## src/rtl/cp0_pkg.sv

```systemverilog
// Shared CP0 definitions: register addresses, reset values, writable-bit
// masks, bit positions and exception codes.
package cp0_pkg;

  // Register addresses (mtc0/mfc0 rd field)
  localparam logic [4:0] ADDR_COUNT    = 5'd9;
  localparam logic [4:0] ADDR_COMPARE0 = 5'd11;
  localparam logic [4:0] ADDR_STATUS   = 5'd12;
  localparam logic [4:0] ADDR_CAUSE    = 5'd13;
  localparam logic [4:0] ADDR_EPC      = 5'd14;
  localparam logic [4:0] ADDR_PRID     = 5'd15;
  localparam logic [4:0] ADDR_CONFIG   = 5'd16;

  // Upper bound on compare channels supported by the read/write decode
  localparam int MAX_TIMERS = 4;

  // Reset values
  localparam logic [31:0] STATUS_RESET = 32'h1000_0000;
  localparam logic [31:0] CONFIG_RESET = 32'h0000_8000;

  // Software-writable bits: Status CU0, IM[7:0], EXL, IE; Cause IP[1:0]
  localparam logic [31:0] STATUS_WMASK = 32'h1000_FF03;
  localparam logic [31:0] CAUSE_WMASK  = 32'h0000_0300;

  // Bit positions
  localparam int STATUS_IE  = 0;
  localparam int STATUS_EXL = 1;
  localparam int CAUSE_BD   = 31;

  // Exception codes carried in Cause[6:2]
  typedef enum logic [4:0] {
    EXC_INT  = 5'd0,
    EXC_MOD  = 5'd1,
    EXC_TLBL = 5'd2,
    EXC_TLBS = 5'd3,
    EXC_ADEL = 5'd4,
    EXC_ADES = 5'd5,
    EXC_SYS  = 5'd8,
    EXC_BP   = 5'd9,
    EXC_RI   = 5'd10,
    EXC_CPU  = 5'd11,
    EXC_OV   = 5'd12
  } exc_code_e;

  // Address of compare channel k: channel 0 sits at 11, the rest at 23+k
  function automatic logic [4:0] compare_addr(input int k);
    return (k == 0) ? ADDR_COMPARE0 : 5'(23 + k);
  endfunction

endpackage

```

## src/rtl/cp0_compare_ch.sv

```systemverilog
// One timer compare channel: Compare register, Count match detect and a
// sticky interrupt that only a write to this Compare register clears.
module cp0_compare_ch (
  input  logic        clk,
  input  logic        rst,
  input  logic        we,
  input  logic [31:0] data,
  input  logic [31:0] count,
  output logic [31:0] compare,
  output logic        timer_int
);

  logic match;

  // A Compare value of zero disables the channel
  assign match = (count == compare) && (compare != '0);

  // Compare register and sticky interrupt; a write wins over a same-cycle match
  always_ff @(posedge clk) begin
    // NOTE: sequential state uses non-blocking (<=) so every flop samples
    // pre-edge values regardless of statement order across blocks.
    if (rst) begin
      compare   <= '0;
      timer_int <= 1'b0;
    end else if (we) begin
      compare   <= data;
      timer_int <= 1'b0;
    end else if (match) begin
      timer_int <= 1'b1;
    end
  end

endmodule

```

## src/rtl/cp0_timer_unit.sv

```systemverilog
// CP0 slice: Count/Compare timers, Status, Cause, EPC, Config and PRId,
// with exception/eret bookkeeping and interrupt-pending generation.
module cp0_timer_unit
  import cp0_pkg::*;
#(
  parameter int          NUM_HW_INT = 6,
  parameter int          NUM_TIMERS = 1,
  parameter int          COUNT_DIV  = 1,
  parameter logic [31:0] PRID_VALUE = 32'h004C_0102
) (
  input  logic                  clk,
  input  logic                  rst,
  input  logic                  we_i,
  input  logic [4:0]            waddr_i,
  input  logic [31:0]           data_i,
  input  logic [4:0]            raddr_i,
  output logic [31:0]           data_o,
  input  logic [5:0]            int_i,
  input  logic                  exc_valid_i,
  input  logic [4:0]            exc_code_i,
  input  logic [31:0]           exc_pc_i,
  input  logic                  exc_bd_i,
  input  logic                  eret_i,
  output logic [31:0]           count_o,
  output logic [31:0]           compare_o,
  output logic [31:0]           status_o,
  output logic [31:0]           cause_o,
  output logic [31:0]           epc_o,
  output logic [31:0]           config_o,
  output logic [31:0]           prid_o,
  output logic [NUM_TIMERS-1:0] timer_int_o,
  output logic                  int_pending_o
);

  localparam logic [7:0] PRESC_LAST  = 8'(COUNT_DIV - 1);
  localparam logic [5:0] HW_INT_MASK = 6'((1 << NUM_HW_INT) - 1);

  logic [31:0] count, status, cause, epc;
  logic [31:0] status_d, cause_d, epc_d;
  logic [7:0]  presc;
  logic        tick;
  logic [5:0]  hw_ip;
  logic [31:0] compare_r [MAX_TIMERS];

  logic count_we, status_we, cause_we, epc_we;

  assign count_we  = we_i && (waddr_i == ADDR_COUNT);
  assign status_we = we_i && (waddr_i == ADDR_STATUS);
  assign cause_we  = we_i && (waddr_i == ADDR_CAUSE);
  assign epc_we    = we_i && (waddr_i == ADDR_EPC);

  // ---------------------------------------------------------------------------
  // Compare channels; unused slots read as zero
  // ---------------------------------------------------------------------------
  for (genvar k = 0; k < MAX_TIMERS; k++) begin : g_ch
    if (k < NUM_TIMERS) begin : g_live
      cp0_compare_ch u_ch (
        .clk       (clk),
        .rst       (rst),
        .we        (we_i && (waddr_i == compare_addr(k))),
        .data      (data_i),
        .count     (count),
        .compare   (compare_r[k]),
        .timer_int (timer_int_o[k])
      );
    end else begin : g_none
      assign compare_r[k] = '0;
    end
  end

  // ---------------------------------------------------------------------------
  // Count and its prescaler
  // ---------------------------------------------------------------------------
  assign tick = (presc == PRESC_LAST);

  // Prescaler wraps at COUNT_DIV-1 and bumps Count; an mtc0 to Count restarts both
  always_ff @(posedge clk) begin
    if (rst) begin
      count <= '0;
      presc <= '0;
    end else if (count_we) begin
      count <= data_i;
      presc <= '0;
    end else begin
      presc <= tick ? 8'd0 : presc + 8'd1;
      if (tick) count <= count + 32'd1;
    end
  end

  // ---------------------------------------------------------------------------
  // Status / Cause / EPC next state
  // ---------------------------------------------------------------------------
  // Live hardware lines; IP7 also carries the OR of all timer interrupts
  always_comb begin
    hw_ip    = int_i & HW_INT_MASK;
    hw_ip[5] = hw_ip[5] | (|timer_int_o);
  end

  // mtc0 first, then exception/eret override the fields they own
  always_comb begin
    // NOTE: every signal gets a default before any branch so no path leaves
    // it unassigned, which would otherwise infer a latch.
    status_d = status;
    cause_d  = cause;
    epc_d    = epc;

    if (status_we) status_d = (status & ~STATUS_WMASK) | (data_i & STATUS_WMASK);
    if (cause_we)  cause_d  = (cause & ~CAUSE_WMASK) | (data_i & CAUSE_WMASK);
    if (epc_we)    epc_d    = data_i;

    cause_d[15:10] = hw_ip;

    if (exc_valid_i) begin
      cause_d[6:2] = exc_code_i;
      if (!status[STATUS_EXL]) begin
        epc_d               = exc_bd_i ? exc_pc_i - 32'd4 : exc_pc_i;
        cause_d[CAUSE_BD]   = exc_bd_i;
        status_d[STATUS_EXL] = 1'b1;
      end
    end else if (eret_i) begin
      status_d[STATUS_EXL] = 1'b0;
    end
  end

  // Architectural register update
  always_ff @(posedge clk) begin
    if (rst) begin
      status <= STATUS_RESET;
      cause  <= '0;
      epc    <= '0;
    end else begin
      status <= status_d;
      cause  <= cause_d;
      epc    <= epc_d;
    end
  end

  // ---------------------------------------------------------------------------
  // Outputs
  // ---------------------------------------------------------------------------
  assign count_o   = count;
  assign compare_o = compare_r[0];
  assign status_o  = status;
  assign cause_o   = cause;
  assign epc_o     = epc;
  assign config_o  = CONFIG_RESET;
  assign prid_o    = PRID_VALUE;

  assign int_pending_o = status[STATUS_IE] & ~status[STATUS_EXL]
                       & (|(cause[15:8] & status[15:8]));

  // Read mux over current register state
  always_comb begin
    data_o = '0;
    case (raddr_i)
      ADDR_COUNT:    data_o = count;
      ADDR_COMPARE0: data_o = compare_r[0];
      ADDR_STATUS:   data_o = status;
      ADDR_CAUSE:    data_o = cause;
      ADDR_EPC:      data_o = epc;
      ADDR_PRID:     data_o = PRID_VALUE;
      ADDR_CONFIG:   data_o = CONFIG_RESET;
      default: begin
        for (int k = 1; k < MAX_TIMERS; k++) begin
          if (raddr_i == compare_addr(k)) data_o = compare_r[k];
        end
      end
    endcase
  end

endmodule
```

## config.mk

```make
export PLATFORM = sky130hd
export DESIGN_NAME = cp0_timer_unit
export DESIGN_NICKNAME = d
export VERILOG_FILES = /design/src/rtl/cp0_pkg.sv /design/src/rtl/cp0_compare_ch.sv /design/src/rtl/cp0_timer_unit.sv
export SDC_FILE = /design/constraint.sdc
export NUM_CORES = 1
export LEC_CHECK = 0
export ABC_AREA = 1
export BUFFER_PORTS_ARGS = -buffer_cell sky130_fd_sc_hd__clkbuf_2
export CAP_MARGIN = 20
export CORE_ASPECT_RATIO = 1.2
export CORE_UTILIZATION = 45
export CTS_BUF_LIST = sky130_fd_sc_hd__clkbuf_4 sky130_fd_sc_hd__clkbuf_8 sky130_fd_sc_hd__clkbuf_16
export DETAILED_ROUTE_END_ITERATION = 7
export GPL_TIMING_DRIVEN = 0
export PLACE_DENSITY_LB_ADDON = 0.15
export SETUP_SLACK_MARGIN = 0.3
export SYNTH_ARGS = -nofsm -noshare
export SYNTH_HDL_FRONTEND = slang
export SYNTH_SLANG_ARGS = --single-unit
```

## constraint.sdc

```tcl
create_clock -name clk -period 2.9 [get_ports clk]
set_input_delay 0.29 -clock clk [delete_from_list [all_inputs] [get_ports clk]]
set_output_delay 0.29 -clock clk [all_outputs]
set_load 0.01 [all_outputs]
```

# After elaboration in Yosys (flattened, before gate mapping)

Index checks and enable logic that the tools add are counted.

Flip-flop bits (word level): 169
Input port bits: 91
Output and inout bits: 258
Word-level logic and storage cells: 61

Add/sub/neg operators: 3
Equal/unequal tests: 13
Multiplexer cells: 15
Bitwise operators: 7
Reduce and logical (&&, ||, !) cells: 13

Operator list:

| operator                | number |
|---|---|
| $mux W32                | 7 |
| $pmux W32 S7            | 1 |
| $eq A5 B4 Y1 const B    | 11 |
| $add A32 B1 Y32 const B | 1 |
| $eq A32 B32 Y1          | 1 |
| $or A32 B10 Y32         | 1 |
| $or A32 B29 Y32         | 1 |
| $reduce_bool A32 Y1     | 1 |
| $sub A32 B3 Y32 const B | 1 |
| $add A8 B1 Y8 const B   | 1 |
| $and A8 B8 Y8           | 1 |
| $logic_not A8 Y1        | 1 |
| $reduce_or A8 Y1        | 1 |
| $logic_and A1 B1 Y1     | 6 |
| $eq A5 B5 Y1 const B    | 1 |
| $mux W1                 | 5 |
| $mux W5                 | 1 |
| $reduce_bool A2 Y1      | 2 |
| $reduce_or A3 Y1        | 1 |
| $and A1 B1 Y1           | 2 |
| $mux W2                 | 1 |
| $reduce_or A2 Y1        | 1 |
| $not A1 Y1              | 1 |
| $or A1 B1 Y1            | 1 |

# Logic depth before layout (Yosys ltp)

Depth after elaboration: 5
Depth in mapped cells: 12
Mapped depth without buffers: 12

# By module

A second synthesis with hierarchy kept.

Cells, all modules: 1,447
Area, all modules: 9,226.3 um2

By module, submodules not included:

| module         | instances | cells an instance | area each (um2) | seq. area each (um2) |
|---|---|---|---|---|
| cp0_timer_unit | 1         | 1,173             | 7,482.2         | 1,941.9 |
| cp0_compare_ch | 1         | 274               | 1,744.2         | 660.6 |

# Worst setup path before layout

OpenSTA, ideal clock, no wires.

Path type: register -> register
Start point: register count[1], in the netlist count_o[1]
End point: register count[30], in the netlist count_o[30]
Library setup time: 0.109 ns
Arrival: 1.504 ns
Data required time: 2.791 ns
Setup slack: 1.287 ns
Stages on the path, launching flop included: 13
Buffers on the path: 0
Clock period less this slack: 1.613 ns
Cells stage by stage: dfxtp_1 -> ha_1 -> nand3_2 -> nor2_2 -> inv_1 -> nor2_2 -> nand2_1 -> nand2_1 -> nand2_1 -> nand2_1 -> nand3_1 -> nand2_1 -> inv_1

Word-level cells in the longest chain between the ends: 3

RTL lines:

| element                | RTL line             | RTL |
|---|---|---|
| start, declared        | cp0_timer_unit.sv:38 | `logic [31:0] count, status, cause, epc;` |
| start signal, assigned | cp0_timer_unit.sv:82 | `count <= data_i;` |
| start signal, assigned | cp0_timer_unit.sv:86 | `if (tick) count <= count + 32'd1;` |
| $add A32 B1 Y32        | cp0_timer_unit.sv:86 |  |
| $mux W32               | cp0_timer_unit.sv:86 |  |
| $mux W32               | cp0_timer_unit.sv:81 | `end else if (count_we) begin` |

No other way between the ends. The select of a mux whose other input is x is not followed.
A chain may end at the register's enable or synchronous reset.

# Worst setup path after layout

Start point: input port raddr_i[4]
End point: output port data_o[16]

Word-level cells in the longest chain between the ends: 2
Elaborated cells on any way between the ends: 8
Those cells by class: eq/ne (7); mux (1)

RTL lines:

| element                                      | RTL line              | RTL |
|---|---|---|
| start, declared                              | cp0_timer_unit.sv:16  | `input logic [4:0] raddr_i,` |
| $eq A5 B5 Y1 or $eq A5 B4 Y1 (tied branches) | cp0_timer_unit.sv:155 | `case (raddr_i)` |
| $pmux W32 S7 (*)                             | cp0_timer_unit.sv:155 |  |
| end, declared                                | cp0_timer_unit.sv:17  | `output logic [31:0] data_o,` |

Every way passes the cells marked *; elsewhere a longest branch is shown, timed or not.

==> flow_metrics.py <==
metrics = {
    "outcome": {
        "outcome": "complete, no violations",
    },
    "critical_path": {
        "worst_r2r_startpoint": "count_o[1]",
        "worst_ep_required_time_ns": 2.61,
        "end_kind": "primary output",
        "critical_path_arrival_ns": 2.14,
        "critical_path_peak_fanout": 10,
        "start_kind": "input pin",
        "worstSetupStartpoint": "raddr_i[4]",
        "timing_worst_setup_path_type": "in -> out",
    },
    "layout": {
        "post_route_cells_drive_above_1_share_pct": 25.3,
        "antennaDiodeCount": 0,
        "most-common-layout-cells": "sky130_fd_sc_hd__nand2_1, sky130_fd_sc_hd__clkbuf_2, sky130_fd_sc_hd__nor2_1",
        "final_design_area_no_fill_sq_um": 11600,
        "most_frequent_standard_cell_in_the_layout_excluding_fill_and_tap_cells": "sky130_fd_sc_hd__nand2_1",
        "final_net_count": 1886,
        "synthToLayoutAreaGrowth_pct": 28.0,
    },
    "synth": {
        "synthDistinctLibCells": 44,
        "synth.top_cell.area_share_pct": 28.7,
        "synth.largest_area_cell": "sky130_fd_sc_hd__dfxtp_1",
        "synth_warnings": 0,
        "synth-seq-area-share_pct": 28.7,
        "synth-async-reset-ratio_pct": 0,
        "synth-seq-cells": 130,
        "netlist_area_sq_um": 9070,
        "synth_flop_cell": "sky130_fd_sc_hd__dfxtp_1",
        "synth_edf_count": 0,
        "postSynthCellCount": 1427,
        "mean_cell_area_of_the_mapped_netlist_sq_um": 6.35,
        "synthTopCellsByArea": "sky130_fd_sc_hd__dfxtp_1, sky130_fd_sc_hd__nand2_1, sky130_fd_sc_hd__buf_4, sky130_fd_sc_hd__nor2_1, sky130_fd_sc_hd__inv_1",
    },
    "job": {
        "max_cap_viol_count": 0,
    },
    "cts": {
        "clk_pin_slew_ns": 0.07,
        "clock_path_buffers": 2,
        "numCtsBuffers": 17,
        "cts-htree-levels": 4,
        "clock_tree_from_tritoncts": "built",
        "insertion_delay_ns": 0.44,
        "cts-root-buf": "sky130_fd_sc_hd__clkbuf_16",
        "cts_post_setup_buffers_inserted": 0,
        "clock_sink_count": 130,
        "cts_hold_buf": 0,
        "post_cts_resized": 0,
    },
    "timing": {
        "clock.fmax_mhz": 412,
        "worst_pin_slew_ns": 0.862,
        "maxSlewHeadroom_pct": 42.5,
        "part_of_the_cycle_the_worst_path_needs_pct": 83.8,
        "final_setup_fails": 0,
        "post-route-min-period_ns": 2.43,
        "finalClockSkew_ns": 0.00970,
        "timing_max_transition_violations_final": 0,
        "rsz0062_at_grt": "false",
        "totalNegativeSetupSlack_ns": 0,
        "hold_viol": 0,
    },
    "global_route": {
        "grt-ovfl-total": 0,
        "antenna_found_initial": 0,
        "first_global_vias": 9936,
        "grt_first_pass_wirelength_mm": 56.9,
        "largest_net_degree_at_the_start_of_global_routing": 17,
        "grtUsageTotal_pct": 36.7,
    },
    "die": {
        "die_width_microns": 132,
        "coreArea_sq_um": 19600,
        "ports": 349,
        "die-height_microns": 157,
        "die-area_sq_um": 20700,
        "starting_utilization_of_the_core_area_pct": 46.2,
        "placement_rows": 56,
    },
    "routing": {
        "first_pass_iters": 5,
        "detail_route.vias_per_cell": 5.25,
        "detail-route-antenna-nets": 0,
        "detail_route.drc_violations": 0,
        "detailedRoute.firstIterationViolations": 1074,
        "routedWlPerCell_microns": 18.8,
        "dr_total_vias": 10900,
        "wire_length_after_detailed_routing_mm": 38.9,
    },
    "place": {
        "place.gp.congestion": 1.02,
        "post_dp_cell_area_sq_um": 11000,
        "numPortBuffers": 244,
        "detailedPlacementHpwl_mm": 31.9,
    },
    "power_and_ir_drop": {
        "total_power_mw": 4.99,
        "power.static_leakage_nw": 5.72,
        "vdd_drop_max_mv": 0.424,
        "power_density_cells_nw_per_um2": 430,
    },
    "min_path": {
        "class_of_the_tightest_hold_or_removal_check": "in -> reg",
        "worstHoldStart": "int_i[4]",
    },
}
==> worst max-delay path: stages <==
cell and delay [ns]:
sky130_fd_sc_hd__clkbuf_2 0.10, sky130_fd_sc_hd__inv_1 0.09, sky130_fd_sc_hd__nand3_1 0.10, sky130_fd_sc_hd__nor2_1 0.32, sky130_fd_sc_hd__nand2_1 0.38, sky130_fd_sc_hd__inv_1 0.19, sky130_fd_sc_hd__buf_4 0.21, sky130_fd_sc_hd__nand2_1 0.10
sky130_fd_sc_hd__o221ai_1 0.15, sky130_fd_sc_hd__clkbuf_2 0.20
==> synth_stat cells (11+ instances only) <==
master,instances
sky130_fd_sc_hd__clkbuf_1,19
sky130_fd_sc_hd__o21ai_0,101
sky130_fd_sc_hd__xnor2_1,17
sky130_fd_sc_hd__inv_1,158
sky130_fd_sc_hd__buf_2,21
sky130_fd_sc_hd__nor2_1,177
sky130_fd_sc_hd__nand2_1,326
sky130_fd_sc_hd__buf_4,110
sky130_fd_sc_hd__nor3_1,15
sky130_fd_sc_hd__xor2_1,17
sky130_fd_sc_hd__dfxtp_1,130
sky130_fd_sc_hd__a21oi_1,79
sky130_fd_sc_hd__o2111ai_1,11
sky130_fd_sc_hd__nand4_1,19
sky130_fd_sc_hd__nand3_1,98
sky130_fd_sc_hd__o211ai_1,16
sky130_fd_sc_hd__nor2_2,15
==> metrics by stage <==
stage / hold WS (ns) / utilization [%] / cells / setup WS, ns
2_1_floorplan: 0.397 / - / 1528 / 1.29
3_3_place_gp: 0.444 / 56.0 / 2033 / 0.555
3_5_place_dp: 0.465 / 56.0 / 2033 / 0.554
4_1_cts: 0.0265 / 59.1 / 2065 / 0.552
5_1_grt: 0.0420 / 59.1 / 2065 / 0.376
6_report: 0.0316 / 59.1 / 2065 / 0.470
==> per-layer routing <==
| metal | vias up | wire, microns | global-route usage, % |
|---|---|---|---|
| li1 | 5193 | - | - |
| met1 | 4876 | 14500 | 41.7 |
| met2 | 644 | 18600 | 64.1 |
| met3 | 138 | 3600 | 7.44 |
| met4 | 0 | 2100 | 21.2 |
| met5 | - | 0 | 0 |
==> registers in the layout, indices dropped and copies added (netlist names) <==
register / count
cause_o: 14
count_o: 32
epc_o: 32
g_ch.g_live.u_ch.compare: 32
g_ch.g_live.u_ch.timer_int: 1
presc: 8
status_o: 11
==> cells by family after synthesis <==
family / after synthesis / share of synthesized area [%]
simple gates: 682 / 32.9
buf+inv: 320 / 18.3
compound gates: 255 / 16.3
flops: 130 / 28.7
xor+xnor: 34 / 3.28
fa+ha+maj: 4 / 0.552
other cells: 2 / 0.0828
==> report_power, final <==
part,switching (mW),internal [mW]
Combinational,0.493,0.303
Sequential,0.0829,1.85
Clock,1.02,1.24
Total,1.59,3.40
==> cell type report <==
cell class              count  area, sq um
multi-input cells        1078         5190
clock inverters            15          183
inverters                 166          623
flip-flops and latches    130         2600
repair buffers            244         1220
plain buffers             154         1030
fillers                  2055         8020
clock buffers              17          425
well taps                 261          327
==> worst paths after layout <==
path	slack, ns	cells past startpoint	endpoint
min	0.03	3	cause_o[14]
max	0.47	10	data_o[16]
max reg2reg	0.72	12	count_o[30]
min reg2reg	0.48	1	presc[0]
(Power assumes the default switching activity.)
